**config.mk**
```make
export PLATFORM = sky130hd
export DESIGN_NAME = fifo_pkt_reader
export DESIGN_NICKNAME = d
export VERILOG_FILES = /design/src/rtl/fifo_pkt_pkg.sv /design/src/rtl/pkt_skid_buf.sv /design/src/rtl/fifo_pkt_reader.sv
export SDC_FILE = /design/constraint.sdc
export NUM_CORES = 1
export LEC_CHECK = 0
export CAP_MARGIN = 20
export CORE_MARGIN = 1.5
export CORE_UTILIZATION = 35
export CTS_CLUSTER_SIZE = 8
export DETAILED_ROUTE_END_ITERATION = 10
export PLACE_DENSITY = 0.67
export SLEW_MARGIN = 20
export SYNTH_ARGS = -nofsm -noshare
export SYNTH_HDL_FRONTEND = slang
export SYNTH_SLANG_ARGS = --single-unit
```
**constraint.sdc**
```tcl
create_clock -name CLK -period 2.59 [get_ports CLK]
set_input_delay 0.518 -clock CLK [delete_from_list [all_inputs] [get_ports CLK]]
set_output_delay 0.518 -clock CLK [all_outputs]
set_load 0.01 [all_outputs]
```
**src/rtl/fifo_pkt_pkg.sv**
```systemverilog
// Shared widths, parser state encoding and output-buffer entry layout for the
// length-prefixed FIFO packet reader.
package fifo_pkt_pkg;

    localparam int DATA_W    = 8;
    localparam int BUF_DEPTH = 3;
    localparam int LEN_W     = 8;

    typedef enum logic {
        HDR = 1'b0,
        PAY = 1'b1
    } state_t;

    typedef struct packed {
        logic              sop;
        logic              eop;
        logic [DATA_W-1:0] data;
    } pkt_entry_t;

endpackage

```
**src/rtl/pkt_skid_buf.sv**
```systemverilog
// Small circular output buffer holding {sop, eop, data} entries between the
// packet parser and the downstream valid/ready stream.
module pkt_skid_buf
    import fifo_pkt_pkg::*;
#(
    parameter  int DEPTH = BUF_DEPTH,
    localparam int OCC_W = $clog2(DEPTH + 1)
) (
    input  logic             CLK,
    input  logic             RSTn,
    input  logic             push,
    input  pkt_entry_t       push_entry,
    input  logic             pop,
    output pkt_entry_t       head,
    output logic [OCC_W-1:0] occ
);

    localparam int PTR_W = (DEPTH > 1) ? $clog2(DEPTH) : 1;

    pkt_entry_t       mem [DEPTH];
    logic [PTR_W-1:0] wr_ptr;
    logic [PTR_W-1:0] rd_ptr;

    function automatic logic [PTR_W-1:0] bump(input logic [PTR_W-1:0] ptr);
        return (ptr == PTR_W'(DEPTH - 1)) ? '0 : ptr + PTR_W'(1);
    endfunction

    // NOTE: storage is not reset; occ gates every read of it, so stale contents never escape.
    always_ff @(posedge CLK) begin
        if (push) begin
            mem[wr_ptr] <= push_entry;
        end
    end

    // NOTE: clocked state uses <= so every register samples pre-edge values, independent of block order.
    always_ff @(posedge CLK or negedge RSTn) begin
        if (!RSTn) begin
            wr_ptr <= '0;
            rd_ptr <= '0;
            occ    <= '0;
        end else begin
            if (push) begin
                wr_ptr <= bump(wr_ptr);
            end
            if (pop) begin
                rd_ptr <= bump(rd_ptr);
            end
            unique case ({push, pop})
                2'b10:   occ <= occ + OCC_W'(1);
                2'b01:   occ <= occ - OCC_W'(1);
                default: occ <= occ;
            endcase
        end
    end

    assign head = mem[rd_ptr];

endmodule

```
**src/rtl/fifo_pkt_reader.sv**
```systemverilog
// Pops length-prefixed packets from a registered-read FIFO, strips the length
// header and streams the payload with sop/eop framing over valid/ready.
module fifo_pkt_reader #(
    parameter int BUF_DEPTH = fifo_pkt_pkg::BUF_DEPTH,
    parameter int DATA_W    = fifo_pkt_pkg::DATA_W
) (
    input  logic              CLK,
    input  logic              RSTn,
    input  logic              en,
    input  logic              fifo_empty,
    input  logic [DATA_W-1:0] fifo_rdata,
    output logic              fifo_read,
    output logic              m_valid,
    input  logic              m_ready,
    output logic [DATA_W-1:0] m_data,
    output logic              m_sop,
    output logic              m_eop,
    output logic              err_zero_len,
    output logic [15:0]       pkt_cnt,
    output logic              busy
);
    import fifo_pkt_pkg::*;

    localparam int OCC_W = $clog2(BUF_DEPTH + 1);

    state_t           state_q;
    state_t           state_d;
    logic [LEN_W-1:0] remain_q;
    logic [LEN_W-1:0] remain_d;
    logic [LEN_W-1:0] len_q;
    logic [LEN_W-1:0] len_d;
    logic             rd_pend;
    logic             run_q;
    logic             err_d;
    logic             push;
    logic             pop;
    pkt_entry_t       push_entry;
    pkt_entry_t       head;
    logic [OCC_W-1:0] occ;
    logic [OCC_W:0]   inflight;

    // A read is allowed only if the buffer can absorb it plus the byte already in flight;
    // run_q keeps reads off during reset without a combinational path from RSTn.
    assign inflight  = {1'b0, occ} + (OCC_W + 1)'(rd_pend);
    assign fifo_read = run_q & en & ~fifo_empty & (inflight < (OCC_W + 1)'(BUF_DEPTH));

    // NOTE: every output of this block gets a default first, so no path can infer a latch.
    always_comb begin
        state_d    = state_q;
        remain_d   = remain_q;
        len_d      = len_q;
        err_d      = 1'b0;
        push       = 1'b0;
        push_entry = '0;
        if (rd_pend) begin
            unique case (state_q)
                HDR: begin
                    if (fifo_rdata == '0) begin
                        err_d = 1'b1;
                    end else begin
                        len_d    = LEN_W'(fifo_rdata);
                        remain_d = LEN_W'(fifo_rdata);
                        state_d  = PAY;
                    end
                end
                PAY: begin
                    push            = 1'b1;
                    push_entry.sop  = (remain_q == len_q);
                    push_entry.eop  = (remain_q == LEN_W'(1));
                    push_entry.data = fifo_rdata;
                    remain_d        = remain_q - LEN_W'(1);
                    if (remain_q == LEN_W'(1)) begin
                        state_d = HDR;
                    end
                end
                default: state_d = HDR;
            endcase
        end
    end

    always_ff @(posedge CLK or negedge RSTn) begin
        if (!RSTn) begin
            state_q      <= HDR;
            remain_q     <= '0;
            len_q        <= '0;
            rd_pend      <= 1'b0;
            run_q        <= 1'b0;
            err_zero_len <= 1'b0;
            pkt_cnt      <= '0;
        end else begin
            state_q      <= state_d;
            remain_q     <= remain_d;
            len_q        <= len_d;
            rd_pend      <= fifo_read;
            run_q        <= 1'b1;
            err_zero_len <= err_d;
            if (pop && head.eop) begin
                pkt_cnt <= pkt_cnt + 16'd1;
            end
        end
    end

    pkt_skid_buf #(
        .DEPTH(BUF_DEPTH)
    ) u_buf (
        .CLK       (CLK),
        .RSTn      (RSTn),
        .push      (push),
        .push_entry(push_entry),
        .pop       (pop),
        .head      (head),
        .occ       (occ)
    );

    // Outputs are forced to zero while empty so reset and idle show clean values.
    assign m_valid = (occ != '0);
    assign pop     = m_valid & m_ready;
    assign m_data  = m_valid ? head.data : '0;
    assign m_sop   = m_valid & head.sop;
    assign m_eop   = m_valid & head.eop;
    assign busy    = (state_q == PAY) | rd_pend | m_valid;

endmodule

```
# Word-level counts from Yosys, hierarchy flattened
# Memory sizes are Yosys's and may differ from the RTL's.
# Index checks and enable logic that the tools add are counted.
[word_totals]
regBits = 42
ram_bits = 30
input_bits = 13
output_inout_bits = 30
elab_cells = 61
memories = 1
[memory_table]
columns = ["memory", "depth", "word_bits", "rd", "rd_ports_with_merged_regs", "write_ports", "line", "source"]
rows = [
  ["u_buf.mem", 3, 10, 1, 0, 1, "pkt_skid_buf.sv:20", "pkt_entry_t mem [DEPTH];"],
]
[classes]
add_sub_neg = 7
order_cmp = 1
eq_ne = 7
muxes = 18
bitwise = 11
n_reduce_logical = 6
[ops]
columns = ["op", "n"]
rows = [
  ["$mux 10", 2],
  ["$add 16x1->16 const B", 1],
  ["$mux 8", 2],
  ["$pmux 8 s2", 1],
  ["$mux 1", 9],
  ["$eq 8x1->1 const B", 1],
  ["$eq 8x8->1", 1],
  ["$logic_not 8->1", 1],
  ["$sub 8x1->8 const B", 1],
  ["$add 2x1->2 const B", 3],
  ["$and 1x1->1", 6],
  ["$eq 2x2->1 const B", 3],
  ["$mux 2", 2],
  ["$pmux 2 s2", 1],
  ["$reduce_bool 2->1", 2],
  ["$add 2x1->3", 1],
  ["$lt 3x2->1 const B", 1],
  ["$not 1->1", 3],
  ["$reduce_and 3->1", 1],
  ["$eq 2x1->1 const B", 1],
  ["$ne 2x2->1 const B", 1],
  ["$or 1x1->1", 2],
  ["$pmux 1 s2", 1],
  ["$reduce_and 2->1", 1],
  ["other kinds (2)", 2],
]

# Logic depth before layout (Yosys ltp)
# Gate-level depths: netlist of the first run.
[depth]
ltp_word = 4
mapped_depth = 7
ltp_nobuf = 6

# Cells and area by module
# A second synthesis of the first run with hierarchy kept.
[hier_totals]
cells_unflattened = 281
area_unflattened_um2 = 3402.0
[modules_own_cells]
columns = ["module", "instances", "cells_per_inst", "area_each_um2", "seq_area_each_um2"]
rows = [
  ["fifo_pkt_reader", 1, 195, 2005.7, 900.9],
  ["pkt_skid_buf", 1, 86, 1396.3, 1051.0],
]

# Worst setup path before layout of the first run
# Ideal clock, no wire load.
[synth_path]
path_kind = "flip-flop to flip-flop"
startpoint = "register rd_pend"
endpoint = "memory u_buf.mem[2][0] (netlist name) (enable)"
setup_time_ps = 392
t_arrival_ps = 1776
required_ps = 2198
path_slack_ps = 422
path_stages_with_launch = 5
path_buffers = 2
synth_period_minus_slack_ps = 2168
cell_sequence = "dfrtp_1 > clkbuf_1 > nand2_1 > clkbuf_1 > nor3b_1"
[synth_between]
elab_chain_cells = 3
[synth_rtl]
columns = ["item", "line", "source"]
rows = [
  ["from (decl)", "fifo_pkt_reader.sv:32", "logic rd_pend;"],
  ["from (signal assigned)", "fifo_pkt_reader.sv:94", "rd_pend <= fifo_read;"],
  ["$mux 1", "fifo_pkt_reader.sv:55", "if (rd_pend) begin"],
  ["$mux 1", "pkt_skid_buf.sv:30", "if (push) begin"],
  ["$mux 1 (not written as such)", "pkt_skid_buf.sv:31", "mem[wr_ptr] <= push_entry;"],
  ["to (decl)", "pkt_skid_buf.sv:20", ""],
]
# No other way between the ends.

# Final worst setup path of the first run
[layout_path]
startpoint = "register rd_pend"
endpoint = "output port fifo_read"
[layout_between]
elab_chain_cells = 3
[layout_rtl]
columns = ["item", "line", "source"]
rows = [
  ["$add 2x1->3", "fifo_pkt_reader.sv:44", "assign inflight = {1'b0, occ} + (OCC_W + 1)'(rd_pend);"],
  ["$lt 3x2->1", "fifo_pkt_reader.sv:45", "assign fifo_read = run_q & en & ~fifo_empty & (inflight < (OCC_W + 1)'(BUF_DEPTH));"],
  ["$and 1x1->1", "fifo_pkt_reader.sv:45", ""],
  ["to (decl)", "fifo_pkt_reader.sv:12", "output logic fifo_read,"],
]
# No other way between the ends.

==> results of run 1 <==
registers in the layout (all words and copies together) (netlist names):
| register | cells |
|---|---|
| u_buf.mem | 30 |
| pkt_cnt | 16 |
| len_q | 8 |
| remain_q | 8 |
| u_buf.occ | 2 |
| u_buf.rd_ptr | 2 |
| u_buf.wr_ptr | 2 |
| err_zero_len | 1 |
| rd_pend | 1 |
| run_q | 1 |
| state_q | 1 |
final cells by class:
cell class / instances / area (um^2)
Inverter: 9 / 35.0
Multi-Input combinational cell: 199 / 1390
Clock buffer: 10 / 128
Timing Repair Buffer: 52 / 505
Clock inverter: 6 / 36.3
Sequential cell: 72 / 1950
Tap cell: 133 / 166
Fill cell: 916 / 5470
how the worst max path moves through the flow:
| stage | from | end | cells after the start |
|---|---|---|---|
| finish | rd_pend | fifo_read | 4 |
| global route | u_buf.rd_ptr[0] | m_data[5] | 6 |
| CTS | u_buf.rd_ptr[1] | m_data[5] | 3 |
| detailed placement | en | fifo_read | 4 |
| global placement | en | fifo_read | 4 |
| floorplan | rd_pend | u_buf.mem[2][0] | 4 |
report_power, final:
group | internal (W) | switching [W] | leakage, nW
combinational | 0.000668 | 0.000584 | 0.856
clock | 0.000343 | 0.000419 | 0.0874
sequential | 0.00139 | 0.000251 | 0.799
stage by stage:
step | TNS, ns | power, W | cells
final | 0 | 0.00366 | 481
after global routing | 0 | 0.00390 | 481
after CTS | 0 | 0.00369 | 480
after detailed placement | -0.134 | 0.00292 | 464
after global placement | -0.0576 | 0.00289 | 464
after floorplan | 0 | 0.00240 | 298
critical path: stages, from the launching register on:
cell and delay, ns:
dfrtp_1 0.38, ha_1 0.20, ha_1 0.27, a2111oi_1 0.39, dlygate4sd2_1 0.33
cells in the final DEF, fill, tap and decap left out, types with 10 or more instances in the layout:
cell / count
nor2_1: 28
a21oi_1: 15
dfrtp_1: 41
and3_1: 10
xor2_1: 15
edfxtp_1: 30
xnor2_1: 11
clkdlybuf4s50_1: 40
nand2_1: 17
layer usage:
| metal | vias to the layer above | track usage [%] | part of all wire [%] |
|---|---|---|---|
| li1 | 1165 | - | - |
| met1 | 1209 | 18.5 | 47 |
| met2 | 48 | 21.8 | 48 |
| met3 | 10 | 3.69 | 3.9 |
| met4 | 0 | 6.11 | 1.5 |
| met5 | - | 0 | 0 |
cell families (layout without fill, tap and decap cells):
group	Yosys count	count (layout)
flip-flops	72	72
multiplexers	17	17
AND/OR/NAND/NOR	101	101
AO/OA/AOI/OAI	48	48
buffers and inverters	27	77
adder cells (fa/ha/maj)	6	6
other	1	1
XOR/XNOR	26	26
timing repair:
action,CTS,global route
gates resized for setup,2,2
setup endpoints to repair,1,10
buffers inserted,0,0
==> flow_metrics.tcl, run 1 <==
set metrics [dict create \
    track_usage_pct 14.0 \
    hold_class "in -> async" \
    drv_cap 0 \
    synth-warning-count 0 \
    area_growth_pct 22.0 \
    synth_edf_count 30 \
    synthTopCellsByCount "dfrtp_1, edfxtp_1, nor2_1" \
    netlist.top_cell.by_area "dfrtp_1" \
    clock_latency_ns 0.35 \
    fin_worst_skew_ns 0.0145 \
    cts_root_buffer "clkbuf_8" \
    finish.utilization_pct 43.5 \
    hold_ws_ns 0.0499 \
    die_area_mm2 0.0105 \
    timing.rr.end "u_buf.mem[2][8]" \
    cp-start-kind "flop" \
    rows 36 \
    rsz0062_at_grt "false" \
    drtIter0Drc 148 \
    worst-setup-path-type "reg -> out" \
    place.gp.congestion 0.824 \
    ios 43 \
    status "finished, final reports clean" \
    viasPerCell 5.06 \
    pre_cts_slack_ns -0.134 \
    r2r_cells 3 \
    ant_nets 0 \
    slew_headroom_pct 54.0 \
    yosys.area_share.simple_pct 16.7 \
    synth_top_area_share_pct 30.4 \
    grt_remaining_overflow 0 \
    numCtsBuffers 9 \
    grt_pass1_wl_um 11300 \
    holdBufCountCts 0 \
    syn_area_per_cell_um2 11.6 \
    powerDensity_mw_per_mm2 868 \
    dr.pass1.iters 4 \
    async_flop_share_pct 58.3 \
    synth-xor-area-share_pct 6.59 \
    r2r_setup_slack_ns 0.65 \
    antenna_found_initial 0 \
    crit_fanout 2 \
    vias 2432 \
    initial_core_util_pct 35.7 \
    wl_per_cell_um 14.5 \
    nNetsFinal 362 \
    synthCells 298 \
    max_freq_mhz 411 \
    yosysMostFrequentCell "dfrtp_1" \
    hold_viol 0 \
    fp.coreArea_mm2 0.00968 \
    final_max_slew_viol_count 0 \
    drc 0 \
    synth.net_count 317 \
    grt_pass1_vias 2312 \
    synth_fa_ha_area_share_pct 2.17 \
    worstSetupEndpointType "output port" \
    tightest_slew_ns 0.683 \
    synth_area_mm2 0.00345 \
    ys_seq_elements 72 \
    critPathRequiredTime_ns 2.07 \
    drive_gt1_share_pct 12.4 \
    routed_wl_um 6980 \
    grt_start_max_net_pins 43 \
    fin_crit_ns 2.43 \
    cts.sinks 72 \
    fin_ws_ns 0.159 \
    cp_data_arrival_time_ns 1.91 \
    synthMuxAreaShare_pct 5.22 \
    cts_tree "done" \
    dp_hpwl_um 4720 \
    synth-main-ff-cell "dfrtp_1" \
    synth_top_family_by_area "simple AND/OR/NAND/NOR gates" \
    diodes 0 \
    post-route-period-util_pct 93.9 \
    stdcell_area_mm2 0.00421 \
    yosysSeqAreaShare_pct 56.5 \
    die_h_um 102 \
    clk_path_buf_depth 2 \
    synth_compound_area_share_pct 9.42 \
    p_leak_nw 1.74 \
    die_w_um 102 \
    reg2reg_from "remain_q[3]" \
    synth.distinct_cells 46 \
    ir_worst_vdd_uv 241 \
    cts-htree-levels 3 \
    port_buffers 42 \
    synth_area_leaders "dfrtp_1, edfxtp_1, xor2_1" \
    clkTransAtPathRegs_ns 0.09 \
    postPlaceCellArea_mm2 0.00403 \
    finalSetupViolCount 0 \
]
Note: power is estimated with default switching activity, not from simulation.
==> inputs of run 2 (changes only) <==
--- a/config.mk
+++ b/config.mk
@@ -5,7 +5,7 @@
 export SDC_FILE = /design/constraint.sdc
 export NUM_CORES = 1
 export LEC_CHECK = 0
-export CAP_MARGIN = 20
+export CAP_MARGIN = 5
 export CORE_MARGIN = 1.5
 export CORE_UTILIZATION = 35
 export CTS_CLUSTER_SIZE = 8
==> results of run 2 <==
No change in the layout: final DEF, timing and power equal those of run 1.
